[src/rtl/uart_rx_sm.sv]
`default_nettype none
// ============================================================================
// Module      : uart_rx_sm
// Description : 8N1 UART receiver with optional parity, internal baud timing,
//               data-ready flag and sticky framing/parity/overrun errors.
// Revision    : 1.0 - initial release
// ============================================================================
module uart_rx_sm #(
    parameter int CLKS_PER_BIT = 5208,
    parameter int DATA_BITS    = 8,
    parameter int PARITY_EN    = 0,
    parameter int PARITY_ODD   = 0
) (
    input  logic                 clk,
    input  logic                 rst,
    input  logic                 RX,
    input  logic                 RX_en,
    input  logic                 clear,
    output logic [DATA_BITS-1:0] rx_data,
    output logic                 rx_valid,
    output logic                 rx_ready,
    output logic                 framing_err,
    output logic                 parity_err,
    output logic                 overrun_err,
    output logic                 busy
);

    localparam int CNT_W = $clog2(CLKS_PER_BIT);
    localparam int BIT_W = $clog2(DATA_BITS + 1);

    localparam logic [CNT_W-1:0] c_half_tick = CNT_W'(CLKS_PER_BIT / 2 - 1);
    localparam logic [CNT_W-1:0] c_full_tick = CNT_W'(CLKS_PER_BIT - 1);
    localparam logic [BIT_W-1:0] c_last_bit  = BIT_W'(DATA_BITS - 1);
    localparam logic             c_par_odd   = (PARITY_ODD != 0);

    localparam logic [2:0] c_st_idle   = 3'd0;
    localparam logic [2:0] c_st_start  = 3'd1;
    localparam logic [2:0] c_st_data   = 3'd2;
    localparam logic [2:0] c_st_parity = 3'd3;
    localparam logic [2:0] c_st_stop   = 3'd4;

    logic                 r_sync1;
    logic                 r_rx_s;
    logic                 r_rx_prev;
    logic [2:0]           r_state;
    logic [CNT_W-1:0]     r_baud;
    logic [BIT_W-1:0]     r_bit;
    logic [DATA_BITS-1:0] r_shift;
    logic                 r_par_pend;
    logic [DATA_BITS-1:0] r_rx_data;
    logic                 r_rx_valid;
    logic                 r_rx_ready;
    logic                 r_framing_err;
    logic                 r_parity_err;
    logic                 r_overrun_err;

    logic [2:0] w_next;
    logic       w_start_edge;
    logic       w_tick_half;
    logic       w_tick_full;
    logic       w_frame_start;
    logic       w_shift_en;
    logic       w_par_sample;
    logic       w_accept;
    logic       w_frame_bad;
    logic       w_busy;

    assign w_start_edge = ~r_rx_s & r_rx_prev;
    assign w_tick_half  = (r_baud == c_half_tick);
    assign w_tick_full  = (r_baud == c_full_tick);

    // State register
    always_ff @(posedge clk) begin
        if (rst) begin
            r_state <= c_st_idle;
        end else begin
            r_state <= w_next;
        end
    end

    // Next-state logic; a dropped enable overrides every frame transition
    always_comb begin
        w_next = r_state;
        case (r_state)
            c_st_idle:   if (RX_en && w_start_edge) w_next = c_st_start;
            c_st_start:  if (w_tick_half) w_next = r_rx_s ? c_st_idle : c_st_data;
            c_st_data:   if (w_tick_full && (r_bit == c_last_bit))
                             w_next = (PARITY_EN != 0) ? c_st_parity : c_st_stop;
            c_st_parity: if (w_tick_full) w_next = c_st_stop;
            c_st_stop:   if (w_tick_full) w_next = c_st_idle;
            default:     w_next = c_st_idle;
        endcase
        if (!RX_en && (r_state != c_st_idle)) w_next = c_st_idle;
    end

    // Output / datapath strobes
    always_comb begin
        w_busy        = (r_state != c_st_idle);
        w_frame_start = (r_state == c_st_idle) && (w_next == c_st_start);
        w_shift_en    = (r_state == c_st_data)   && w_tick_full && RX_en;
        w_par_sample  = (r_state == c_st_parity) && w_tick_full && RX_en;
        w_accept      = (r_state == c_st_stop)   && w_tick_full && RX_en && r_rx_s;
        w_frame_bad   = (r_state == c_st_stop)   && w_tick_full && RX_en && !r_rx_s;
    end

    always_ff @(posedge clk) begin
        if (rst) begin
            r_sync1       <= 1'b1;
            r_rx_s        <= 1'b1;
            r_rx_prev     <= 1'b1;
            r_baud        <= '0;
            r_bit         <= '0;
            r_shift       <= '0;
            r_par_pend    <= 1'b0;
            r_rx_data     <= '0;
            r_rx_valid    <= 1'b0;
            r_rx_ready    <= 1'b0;
            r_framing_err <= 1'b0;
            r_parity_err  <= 1'b0;
            r_overrun_err <= 1'b0;
        end else begin
            r_sync1    <= RX;
            r_rx_s     <= r_sync1;
            r_rx_prev  <= r_rx_s;
            r_rx_valid <= 1'b0;

            if ((w_next != r_state) || w_tick_full) begin
                r_baud <= '0;
            end else if (w_busy) begin
                r_baud <= r_baud + CNT_W'(1);
            end

            if (w_frame_start) begin
                r_bit      <= '0;
                r_par_pend <= 1'b0;
            end
            if (w_shift_en) begin
                r_shift <= {r_rx_s, r_shift[DATA_BITS-1:1]};
                r_bit   <= r_bit + BIT_W'(1);
            end
            if (w_par_sample) begin
                r_par_pend <= (r_rx_s != ((^r_shift) ^ c_par_odd));
            end

            // A coincident clear wipes the old word's flags before the new frame's are applied
            if (w_accept) begin
                r_rx_data     <= r_shift;
                r_rx_valid    <= 1'b1;
                r_rx_ready    <= 1'b1;
                r_framing_err <= r_framing_err & ~clear;
                r_parity_err  <= (r_parity_err & ~clear) | r_par_pend;
                r_overrun_err <= (r_overrun_err | r_rx_ready) & ~clear;
            end else if (w_frame_bad) begin
                r_framing_err <= 1'b1;
                r_rx_ready    <= r_rx_ready & ~clear;
                r_parity_err  <= r_parity_err & ~clear;
                r_overrun_err <= r_overrun_err & ~clear;
            end else if (clear) begin
                r_rx_ready    <= 1'b0;
                r_framing_err <= 1'b0;
                r_parity_err  <= 1'b0;
                r_overrun_err <= 1'b0;
            end
        end
    end

    assign rx_data     = r_rx_data;
    assign rx_valid    = r_rx_valid;
    assign rx_ready    = r_rx_ready;
    assign framing_err = r_framing_err;
    assign parity_err  = r_parity_err;
    assign overrun_err = r_overrun_err;
    assign busy        = w_busy;

endmodule
`default_nettype wire

[config.mk]
export PLATFORM = sky130hd
export DESIGN_NAME = uart_rx_sm
export DESIGN_NICKNAME = d
export VERILOG_FILES = /design/src/rtl/uart_rx_sm.sv
export SDC_FILE = /design/constraint.sdc
export NUM_CORES = 1
export LEC_CHECK = 0
export ABC_CLOCK_PERIOD_IN_PS = 1900
export CORE_MARGIN = 2
export CORE_UTILIZATION = 30
export CTS_BUF_LIST = sky130_fd_sc_hd__clkbuf_4 sky130_fd_sc_hd__clkbuf_8 sky130_fd_sc_hd__clkbuf_16
export CTS_CLUSTER_SIZE = 30
export DETAILED_ROUTE_END_ITERATION = 10
export PLACE_DENSITY = 0.45
export SLEW_MARGIN = 20
export SYNTH_ARGS = -nofsm -noshare
export SYNTH_HDL_FRONTEND = slang
export SYNTH_SLANG_ARGS = --single-unit
export TNS_END_PERCENT = 5
[constraint.sdc]
create_clock -name clk -period 1.9 [get_ports clk]
set_input_delay 0.38 -clock clk [delete_from_list [all_inputs] [get_ports clk]]
set_output_delay 0.38 -clock clk [all_outputs]
set_load 0.005 [all_outputs]
==> key figures, run 1 <==
Worst setup path
  – CP Buf/Inv Count: 1
  – Worst-path fanout max: 9
  – CP Capture Type: output port
  – Worst r2r src: r_baud[0]
  – Critical path class: flip-flop to output port
  – Worst EP arrival: 1370 ps
  – Slowest cell delay on critical path: 400 ps
  – Worst path top cell family by delay: simple AND/OR/NAND/NOR gates
  – CP Launch Point: r_state[2]
  – Cell at the slowest stage of the critical path: or3_4
  – R2R Setup Slk: 160 ps
  – WP data required: about 1500 ps
  – Cells along the critical path: or3_4 -> dlygate4sd2_1
  – Startpoint type of the worst setup path: flip-flop

Cells and area
  – Area growth, synth to finish: 24.62%
  – Nets@finish: 279
  – Layout Utilization: 0.3903
  – Sequential cell area: 904.6 um^2
  – Finished Cell Area: 2666 um^2
  – Multi-input logic area: 1135 um^2
  – Fill count: 741
  – Fraction of layout instances using a drive strength above 1: 0.1502
  – Diode count: 0

Logic synthesis
  – Largest family of logic cells by synthesized area: simple AND/OR/NAND/NOR gates
  – Main synth FF type: dfxtp_1
  – FFs w/ async S/R, synth: 0
  – Post-synth EDFFs: 0
  – Yosys reg bits: 45
  – Synthesized area: 2140 um^2
  – Synth Area in Compound Gates: 0.1731
  – Cell count after synthesis: 244
  – Synth Area in Simple Gates: 0.2637
  – Post-synthesis mux area share: 0.004678
  – Post-synth net total: approximately 250
  – Synthesized area per cell: 8.769 um^2
  – Netlist cell types: 48
  – XOR/XNOR Fraction of Synth Area: 0.07018
  – Seq/Total Area, Yosys: 0.4211
  – Adder-cell share of the synthesized area: 0.01637
  – Synth Warn #: 0

Drt
  – Initial DRC count: 98
  – Remaining antenna violation count: 0
  – Drt total wl: ~5400 um
  – Number of remaining DRC errors: 0
  – WL/cell: around 15 um
  – DR pass1 iterations: 4
  – Routed vias: 1,934
  – Avg Vias per Cell: 5.241

Placed design
  – Port Buffers: 18
  – Placed Area: 2569 um^2
  – Final GP Congestion: 0.9309
  – Post-DP HPWL: about 3700 um

Power and ir drop
  – Leak pwr: slightly below 0.0009 uW
  – PwrDens: 618.6 nW/um^2
  – Worst vdd ir: 0.0003589 V

Floorplan
  – Core box area: 6832 um^2
  – Die area: 7823 um^2
  – Num rows: 30
  – Die H: about 88 um
  – Initial Util: 0.3132
  – Io pins: 19
  – Die Span X: 88.45 um

Timing
  – Final period utilization: 0.9200
  – Skew final: 13.62 ps
  – # setup viols final: 0
  – Slew Limit Headroom: 0.7267
  – RSZ-0062 raised after global routing: no
  – TNS Setup: 0 ps
  – Max Freq: about 570 MHz
  – Worst slew pin tran: 410.0 ps
  – Final Max Tran Viols: 0
  – Final min period: 1748 ps
  – Final Hold Violating Endpoints: 0

Global routing
  – Global Route Usage Sum: 0.1515
  – Largest net degree at the start of global routing: 28
  – M3 GR Usage: 0.03358
  – Met1 usage: 0.2105
  – Grt total ovfl: 0
  – First-pass GRT wire length: 9349 um
  – Vias in the first global route: 1,804
  – Busiest grt layer: met2
  – Met2 Track Usage GR: 0.2392
  – Initial antenna violation count: 0

Clocking
  – TritonCTS clock tree: built
  – H-tree depth: 2
  – Clock-pin slew on the worst setup and hold paths: 90 ps
  – CTS root buf: clkbuf_8
  – PostCTS Resize Cnt: 4
  – Setup Buffers After CTS: 0
  – Cts bufs inserted: 5
  – Sink Count: 45
  – Clock latency on the worst-skew pair: 310 ps
  – Clk buf depth: 2
  – Cts hold-fix bufs: 0

Hold path
  – Min-Delay Path Class: flip-flop to flip-flop
  – Worst Hold Launch: r_sync1

Run
  – Number of max-cap violations: 0

Run status
  – Status: finished, final reports clean
## layout make-up
class	count	area share
inverters	6	0.008447
repair buffers	40	0.1478
multi-input cells	174	0.4256
well taps	96	0.04505
clock buffers	5	0.02581
flip-flops and latches	45	0.3393
clock inverters	3	0.007977
## cells by family (layout without fill, tap and decap cells)
kind of cell	after synthesis	in the layout
fa+ha+maj	3	3
xor+xnor	14	14
flops	45	45
buf+inv	25	54
simple gates	93	93
mux	1	1
compound gates	63	63
## per-layer routing
layer / up-vias / wire length [um]
met5: - / 0
met4: 0 / 62
met3: 6 / 183
met2: 35 / 2588
met1: 930 / 2594
li1: 963 / -
## layout by cell type, fill, tap and decap left out, drive strengths merged, types with 2 or more instances in the layout
master and instances:
nand4 20, clkdlybuf4s50 17, o211ai 2, nor3 12, and3 4, a41oi 2
a31oi 3, nand2 7, nand2b 4, dfxtp 45, clkbuf 5, o21ai 22
inv 7, a211oi 3, or4 2, nor2 4, o2111ai 2, or2 3
nand3 20, or3 5, xor2 9, and4 2, xnor3 2, ha 2
xnor2 3, a21oi 24, nor2b 2, buf 22
## state kept, by name, indices dropped and copies added, names as in the netlist, 3 cells and up
name,cells
r_baud,13
r_state,3
r_shift,8
rx_data,8
r_bit,4
## worst reg2reg max path: cells and delay by family (launching register included)
kind,cells,cell delay (ps)
adders and majority gates,1,180
AOI/OAI and AO/OA,1,140
and+or+nand+nor,3,760
DFF,1,380
buffers and inverters,1,220
## where the power goes
part | leakage [uW] | switching, uW | internal, uW
Sequential | 0.000364 | 4.44 | 945
Clock | 0.0000445 | 361 | 262
Combinational | 0.000487 | 41.5 | 35.4
## through the flow
step           instances  hold WS [ps]  setup WS (ps)  total power [uW]
6_report             369         420.4          152.0              1650
5_1_grt              369         437.5          20.45              1723
4_1_cts              369         420.4          147.9              1670
3_5_place_dp         361         397.4         0.1271              1049
3_3_place_gp         361         392.1          48.91              1050
2_1_floorplan        244         389.5          142.5              1009
## Yosys cell counts, types with 3 or more instances
library cell / instances / area, um^2
nor2_1: 3 / 11.26
dfxtp_1: 45 / 900.9
a31oi_1: 3 / 18.77
xor2_1: 9 / 78.83
nand2b_1: 4 / 25.02
nor3_1: 12 / 60.06
or3_1: 5 / 31.28
and3_1: 4 / 25.02
nand2_1: 7 / 26.28
nand4_1: 19 / 118.9
or2_2: 3 / 18.77
clkbuf_1: 11 / 41.29
inv_1: 6 / 22.52
o21ai_0: 22 / 110.1
buf_2: 5 / 25.02
nand3_1: 20 / 100.1
xnor2_1: 3 / 26.28
a21oi_1: 24 / 120.1
## worst paths after layout
check | end | cells past startpoint
hold / removal | r_rx_s | 1
setup / recovery | busy | 2
hold reg to reg | r_rx_s | 1
setup reg to reg | r_bit[0] | 6
Power figures use the tool's default switching activity.
==> run 2: changes to the inputs <==
--- a/config.mk
+++ b/config.mk
@@ -5,7 +5,7 @@
 export SDC_FILE = /design/constraint.sdc
 export NUM_CORES = 1
 export LEC_CHECK = 0
-export ABC_CLOCK_PERIOD_IN_PS = 1900
+export ABC_CLOCK_PERIOD_IN_PS = 2100
 export CORE_MARGIN = 2
 export CORE_UTILIZATION = 30
 export CTS_BUF_LIST = sky130_fd_sc_hd__clkbuf_4 sky130_fd_sc_hd__clkbuf_8 sky130_fd_sc_hd__clkbuf_16
==> constraint.sdc (replaced) <==
create_clock -name clk -period 2.1 [get_ports clk]
set_input_delay 0.42 -clock clk [delete_from_list [all_inputs] [get_ports clk]]
set_output_delay 0.42 -clock clk [all_outputs]
set_load 0.005 [all_outputs]
==> run 2 against run 1 <==
Net effect: first-iteration DRC count down 11%; worst hold slack worse by 2.8 ps; global-route usage fell by 0.65 points; cell area down 3.0%; core utilization down 1.2 points; sequential cell count did not move; setup slack got worse by 26 ps; cell count down 1.9%; sequential power fell by 9.5%; largest power group unchanged; critical path type unchanged; critical path depth is the same.
==> key figures, run 2 (synthesis gave the netlist of run 1 again) <==
Run status
  – Status: finished, final reports clean

Timing
  – TNS Setup: 0 ps (unchanged)
  – Final Max Tran Viols: 0 (unchanged)
  – Skew final: 10.34 ps (-3.282 ps)
  – Max Freq: roughly 510 MHz
  – Slew Limit Headroom: 0.7217 (-0.004941)
  – Final period utilization: 0.9399
  – Worst slew pin tran: 417.4 ps (+7.411 ps)
  – RSZ-0062 raised after global routing: no
  – Final Hold Violating Endpoints: 0 (unchanged)
  – Final min period: 1974 ps
  – Worst Hold Slack: 417.7 ps (-2.752 ps)
  – # setup viols final: 0 (unchanged)

Placed design
  – Port Buffers: 18 (unchanged)
  – Final GP Congestion: 0.7742 (-17%)
  – Post-DP HPWL: 3458 um (-7.2%)

Power and ir drop
  – Worst vdd ir: 0.0002664 V (-26%)
  – PwrDens: 570.8 nW/um^2 (-7.7%)
  – Leak pwr: 0.0008493 uW (-5.1%)

Worst setup path
  – Worst EP arrival: 1550 ps (+180 ps)
  – R2R Path End: r_par_pend
  – CP Capture Type: output port
  – Worst-path fanout max: 6 (-3)
  – Critical path class: flip-flop to output port
  – WP data required: 1680 ps (+160 ps)
  – R2R Setup Slk: 280 ps (+120 ps)
  – Startpoint type of the worst setup path: flip-flop
  – Worst reg2reg path depth: 6 (unchanged)
  – Worst r2r src: r_baud[0]

Clocking
  – Cts bufs inserted: 5 (unchanged)
  – Clock-pin slew on the worst setup and hold paths: 80 ps (about the same)
  – H-tree depth: 2 (unchanged)
  – Clk buf depth: 2 (unchanged)
  – TritonCTS clock tree: built
  – Clock latency on the worst-skew pair: 300 ps (about the same)
  – Sink Count: 45 (unchanged)
  – CTS root buf: clkbuf_8
  – Setup Buffers After CTS: 0 (unchanged)

Cells and area
  – Fill count: 740 (-0.13%)
  – Max reg flops: 13 (unchanged)
  – Commonest non-fill, non-tap cells in the layout: dfxtp_1, a21oi_1, o21ai_0, nand3_1, nand4_1
  – Diode count: 0 (unchanged)
  – Commonest non-fill, non-tap cell in the layout: dfxtp_1
  – Nets@finish: 272 (-2.5%)
  – Fraction of layout instances using a drive strength above 1: 0.1241 (-0.02612)
  – Most flop-heavy register: r_baud
  – Area growth, synth to finish: 20.94%

Drt
  – DR pass1 iterations: 4 (unchanged)
  – Avg Vias per Cell: 5.204 (-0.70%)
  – WL/cell: 14.29 um (-2.8%)
  – Drt total wl: 5174 um (-4.7%)
  – Remaining antenna violation count: 0 (unchanged)
  – Number of remaining DRC errors: 0 (unchanged)
  – Initial DRC count: 87 (-11%)
  – Routed vias: 1,884 (-2.6%)

Hold path
  – Min-Delay Path Class: flip-flop to flip-flop
  – Worst Hold End: r_rx_s
  – Hold depth: 1 (unchanged)
  – Worst Hold Launch: r_sync1

Floorplan
  – Die H: 88.45 um (unchanged)
  – Num rows: 30 (unchanged)
  – Initial Util: 0.3132 (unchanged)
  – Die area: 7823 um^2 (unchanged)
  – Die Span X: 88.45 um (unchanged)
  – Core box area: 6832 um^2 (unchanged)
  – Io pins: 19 (unchanged)

Global routing
  – Vias in the first global route: 1,783 (-1.2%)
  – First-pass GRT wire length: 8970 um (-4.1%)
  – Global Route Usage Sum: 0.1449 (-0.006532)
  – Grt total ovfl: 0 (unchanged)
  – Largest net degree at the start of global routing: 30 (+7.1%)
  – Initial antenna violation count: 0 (unchanged)

Run
  – Number of max-cap violations: 0 (unchanged)
[run 2: cell count changes in the layout (fill, tap and decap cells not counted), sizes merged]
| cell | delta |
|---|---|
| buf | -7 |
| dlygate4sd2 | -1 |
| inv | -1 |
| clkbuf | +2 |
| clkdlybuf4s50 | +1 |
| clkinv | -1 |
[run 2: timing repair]
item,in CTS,in global routing
hold buffers,0,0
setup endpoints to repair,0,1
resized for setup,0,1
[run 2: layer usage]
| metal | track usage | part of all wire | vias to the layer above |
|---|---|---|---|
| met5 | 0 | 0 | - |
| met4 | 0.03581 | 0.0073 | 0 |
| met3 | 0.02799 | 0.025 | 5 |
| met2 | 0.2126 | 0.43 | 20 |
| met1 | 0.2179 | 0.53 | 906 |
| li1 | - | - | 953 |
[run 2: how the worst max path moves through the flow]
stage / startpoint / to / depth (start not counted)
after floorplan: r_baud[0] / r_bit[3] / 6
after detailed placement: RX_en / r_par_pend / 5
after global routing: r_state[1] / busy / 2
after global placement: RX_en / r_par_pend / 5
final: r_state[1] / busy / 2
after CTS: r_state[1] / busy / 2
[run 2: critical path: stages (launching register included)]
cell	delay, ps
dfxtp_1	370
or3_4	420
clkdlybuf4s50_1	470
[run 2: power by group]
part	switching, uW	internal [uW]	total [uW]
registers	3.84	856	860
clock network	291	262	553
logic	36.2	27.4	63.6
total	331	1150	1480
[run 2: stage by stage]
stage / cells / cell area, um^2 / utilization / setup slack (ps) / power [uW]
after floorplan: 244 / 2140 / - / 342.5 / 912.6
after global placement: 354 / 2491 / 0.3647 / 37.99 / 943.5
after detailed placement: 354 / 2491 / 0.3647 / 68.54 / 942.7
after CTS: 362 / 2582 / 0.3780 / 37.95 / 1505
after global routing: 362 / 2587 / 0.3788 / 49.58 / 1557
final: 362 / 2587 / 0.3788 / 126.2 / 1477
[run 2: cell type report]
cell class / instances / area, um^2 / area share
Multi-Input combinational cell: 174 / 1135 / 0.4386
Sequential cell: 45 / 900.9 / 0.3482
Timing Repair Buffer: 33 / 317.8 / 0.1228
Tap cell: 96 / 120.1 / 0.04642
Clock buffer: 7 / 83.83 / 0.03240
Inverter: 6 / 22.52 / 0.008704
Clock inverter: 1 / 7.507 / 0.002901
==> run 3: changes to the inputs <==
--- a/config.mk
+++ b/config.mk
@@ -6,6 +6,7 @@
 export NUM_CORES = 1
 export LEC_CHECK = 0
 export ABC_CLOCK_PERIOD_IN_PS = 2100
+export CORE_ASPECT_RATIO = 1.2
 export CORE_MARGIN = 2
 export CORE_UTILIZATION = 30
 export CTS_BUF_LIST = sky130_fd_sc_hd__clkbuf_4 sky130_fd_sc_hd__clkbuf_8 sky130_fd_sc_hd__clkbuf_16
==> run 3 against run 2 <==
Net effect: via count up 0.58%; cell count down 2.5%; sequential cell count unchanged; core utilization down 0.088 points; clock-buffer cell count down 2; combinational power up 4.1%; global-route usage up 0.35 points; critical path type unchanged.
==> key figures, run 3 (synthesis gave the netlist of run 1 again) <==
Run status
  – Status: finished, final reports clean

Cells and area
  – Fraction of layout instances using a drive strength above 1: 0.1278 (+0.003759)
  – Commonest non-fill, non-tap cells in the layout: dfxtp_1, a21oi_1, o21ai_0, nand3_1, nand4_1
  – Multi-input logic area: 1135 um^2 (unchanged)
  – Max reg flops: 13 (unchanged)
  – Area growth, synth to finish: 21.05% (about the same)
  – Sequential cell area: 902.1 um^2 (+0.14%)
  – Layout Cells excl Fill: 353 (-2.5%)
  – Most flop-heavy register: r_baud
  – Nets@finish: 272 (unchanged)
  – Layout Utilization: 0.3779 (-0.0008800)
  – Fill count: 734 (-0.81%)
  – Diode count: 0 (unchanged)
  – Commonest non-fill, non-tap cell in the layout: dfxtp_1

Timing
  – Final min period: 2021 ps (+47.29 ps)
  – Max Freq: 494.8 MHz (-2.3%)
  – Final Hold Violating Endpoints: 0 (unchanged)
  – Slew Limit Headroom: 0.7501 (+0.02839)
  – Worst slew pin tran: 374.8 ps (-42.58 ps)
  – Skew final: 9.516 ps (-0.8260 ps)
  – # setup viols final: 0 (unchanged)
  – Final period utilization: 0.9624 (+0.02252)
  – Final Max Tran Viols: 0 (unchanged)
  – Worst Hold Slack: 419.1 ps (+1.389 ps)
  – TNS Setup: 0 ps (unchanged)
  – RSZ-0062 raised after global routing: no

Power and ir drop
  – Worst vdd ir: 0.0003095 V (+16%)
  – PwrDens: 570.9 nW/um^2 (about the same)
  – Logic pwr share: 0.045 (+0.002)
  – Total power: 1479 uW (+0.13%)
  – Sequential power share: 0.582 (about the same)
  – Sw Pwr: 356.0 uW (+7.4%)
  – Leak pwr: 0.0008559 uW (+0.78%)
  – Internal power: 1123 uW (-2.0%)
  – Clock power frac: 0.374 (about the same)
  – Net Sw Frac: 0.2408 (+0.01630)

Placed design
  – Port Buffers: 18 (unchanged)
  – Final GP Congestion: 0.7244 (-6.4%)
  – DP Cell Count: 345 (-2.5%)
  – Post-DP HPWL: 3815 um (+10%)

Floorplan
  – Initial Util: 0.3122 (-0.001029)
  – Core box area: 6854 um^2 (+0.33%)
  – Io pins: 19 (unchanged)
  – Die area: 7826 um^2 (about the same)
  – Num rows: 33 (+10%)
  – Die H: 96.51 um (+9.1%)
  – Die Span X: 81.09 um (-8.3%)

Worst setup path
  – CP Capture Type: output port
  – R2R Setup Slk: 260 ps (-20 ps)
  – Worst path top cell family by delay: buffers and inverters
  – Worst reg2reg path depth: 5 (-1)
  – Cell at the slowest stage of the critical path: clkdlybuf4s50_1
  – Critical path class: flip-flop to output port
  – WP data required: 1680 ps (about the same)
  – CP Buf/Inv Count: 1 (unchanged)
  – R2R Path End: r_bit[3]
  – Cells along the critical path: or3_4 -> clkdlybuf4s50_1
  – Worst-path fanout max: 9 (+3)
  – Startpoint type of the worst setup path: flip-flop
  – Worst EP arrival: 1600 ps (+50 ps)
  – Worst r2r src: r_baud[0]
  – Stages on the worst setup path: 2 (unchanged)
  – Slowest cell delay on critical path: 470 ps (about the same)

Global routing
  – Grt total ovfl: 0 (unchanged)
  – Busiest grt layer: met2
  – First-pass GRT wire length: 9066 um (+1.1%)
  – Global Route Usage Sum: 0.1484 (+0.003500)
  – Met1 usage: 0.1708 (-0.04715)
  – M3 GR Usage: 0.02974 (+0.001755)
  – Largest net degree at the start of global routing: 30 (unchanged)
  – Vias in the first global route: 1,880 (+5.4%)
  – Met2 Track Usage GR: 0.2775 (+0.06497)
  – Initial antenna violation count: 0 (unchanged)

Drt
  – WL/cell: 15.55 um (+8.8%)
  – Avg Vias per Cell: 5.368 (+3.1%)
  – Routed vias: 1,895 (+0.58%)
  – Remaining antenna violation count: 0 (unchanged)
  – Drt total wl: 5490 um (+6.1%)
  – Number of remaining DRC errors: 0 (unchanged)
  – DR pass1 iterations: 5 (+1)
  – Initial DRC count: 80 (-8.0%)

Hold path
  – Worst Hold End: r_rx_s
  – Hold depth: 1 (unchanged)
  – Min-Delay Path Class: flip-flop to flip-flop
  – Worst Hold Launch: r_sync1

Clocking
  – Cts bufs inserted: 5 (unchanged)
  – Setup Buffers After CTS: 0 (unchanged)
  – H-tree depth: 2 (unchanged)
  – TritonCTS clock tree: built
  – Cts hold-fix bufs: 0 (unchanged)
  – CTS root buf: clkbuf_8
  – Sink Count: 45 (unchanged)
  – Clock latency on the worst-skew pair: 300 ps (about the same)
  – Clock-pin slew on the worst setup and hold paths: 90 ps (about the same)
  – Clk buf depth: 2 (unchanged)

Run
  – Number of max-cap violations: 0 (unchanged)
run 3: changes by cell type in the layout (fill, tap and decap cells not counted), sizes merged:
cell,delta
clkinv,+3
clkbuf,-2
clkinvlp,-1
run 3: how the worst max path moves through the flow:
stage               start    endpoint  slack [ps]
2_1_floorplan   r_baud[0]    r_bit[3]         340
3_3_place_gp        RX_en  rx_data[5]         120
3_5_place_dp        RX_en   r_baud[4]          90
4_1_cts        r_state[2]        busy          20
5_1_grt        r_state[2]        busy          30
6_report       r_state[2]        busy          80
run 3: timing repair:
action                     CTS  global route
setup endpoints to repair    1             1
resized for setup            1             1
gates cloned                 0             0
run 3: routing by layer:
metal / share of wire / wire length [um]
met5: 0 / 0
met4: 0.011 / 63
met3: 0.024 / 132
met2: 0.52 / 2829
met1: 0.45 / 2464
run 3: per-stage QoR:
stage / setup WS [ps] / instance area [um^2]
floorplan: 342.5 / 2140
global placement: 120.8 / 2492
detailed placement: 90.53 / 2492
CTS: 17.19 / 2589
global route: 33.13 / 2590
finish: 78.87 / 2590
run 3: power by group through the flow:
stage / clock, uW / sequential [uW] / combinational (uW)
detailed placement: 0 / 880 / 65.8
global route: 604 / 861 / 71.7
finish: 553 / 860 / 66.2
floorplan: 0 / 878 / 34.3
CTS: 578 / 860 / 66.6
global placement: 0 / 880 / 65.9
run 3: area by class of cell:
cell class                      count  share of cell area
Clock inverter                      3            0.008696
Timing Repair Buffer               33              0.1275
Inverter                            6            0.008696
Tap cell                           87             0.04203
Multi-Input combinational cell    174              0.4382
Clock buffer                        5             0.02657
Sequential cell                    45              0.3483
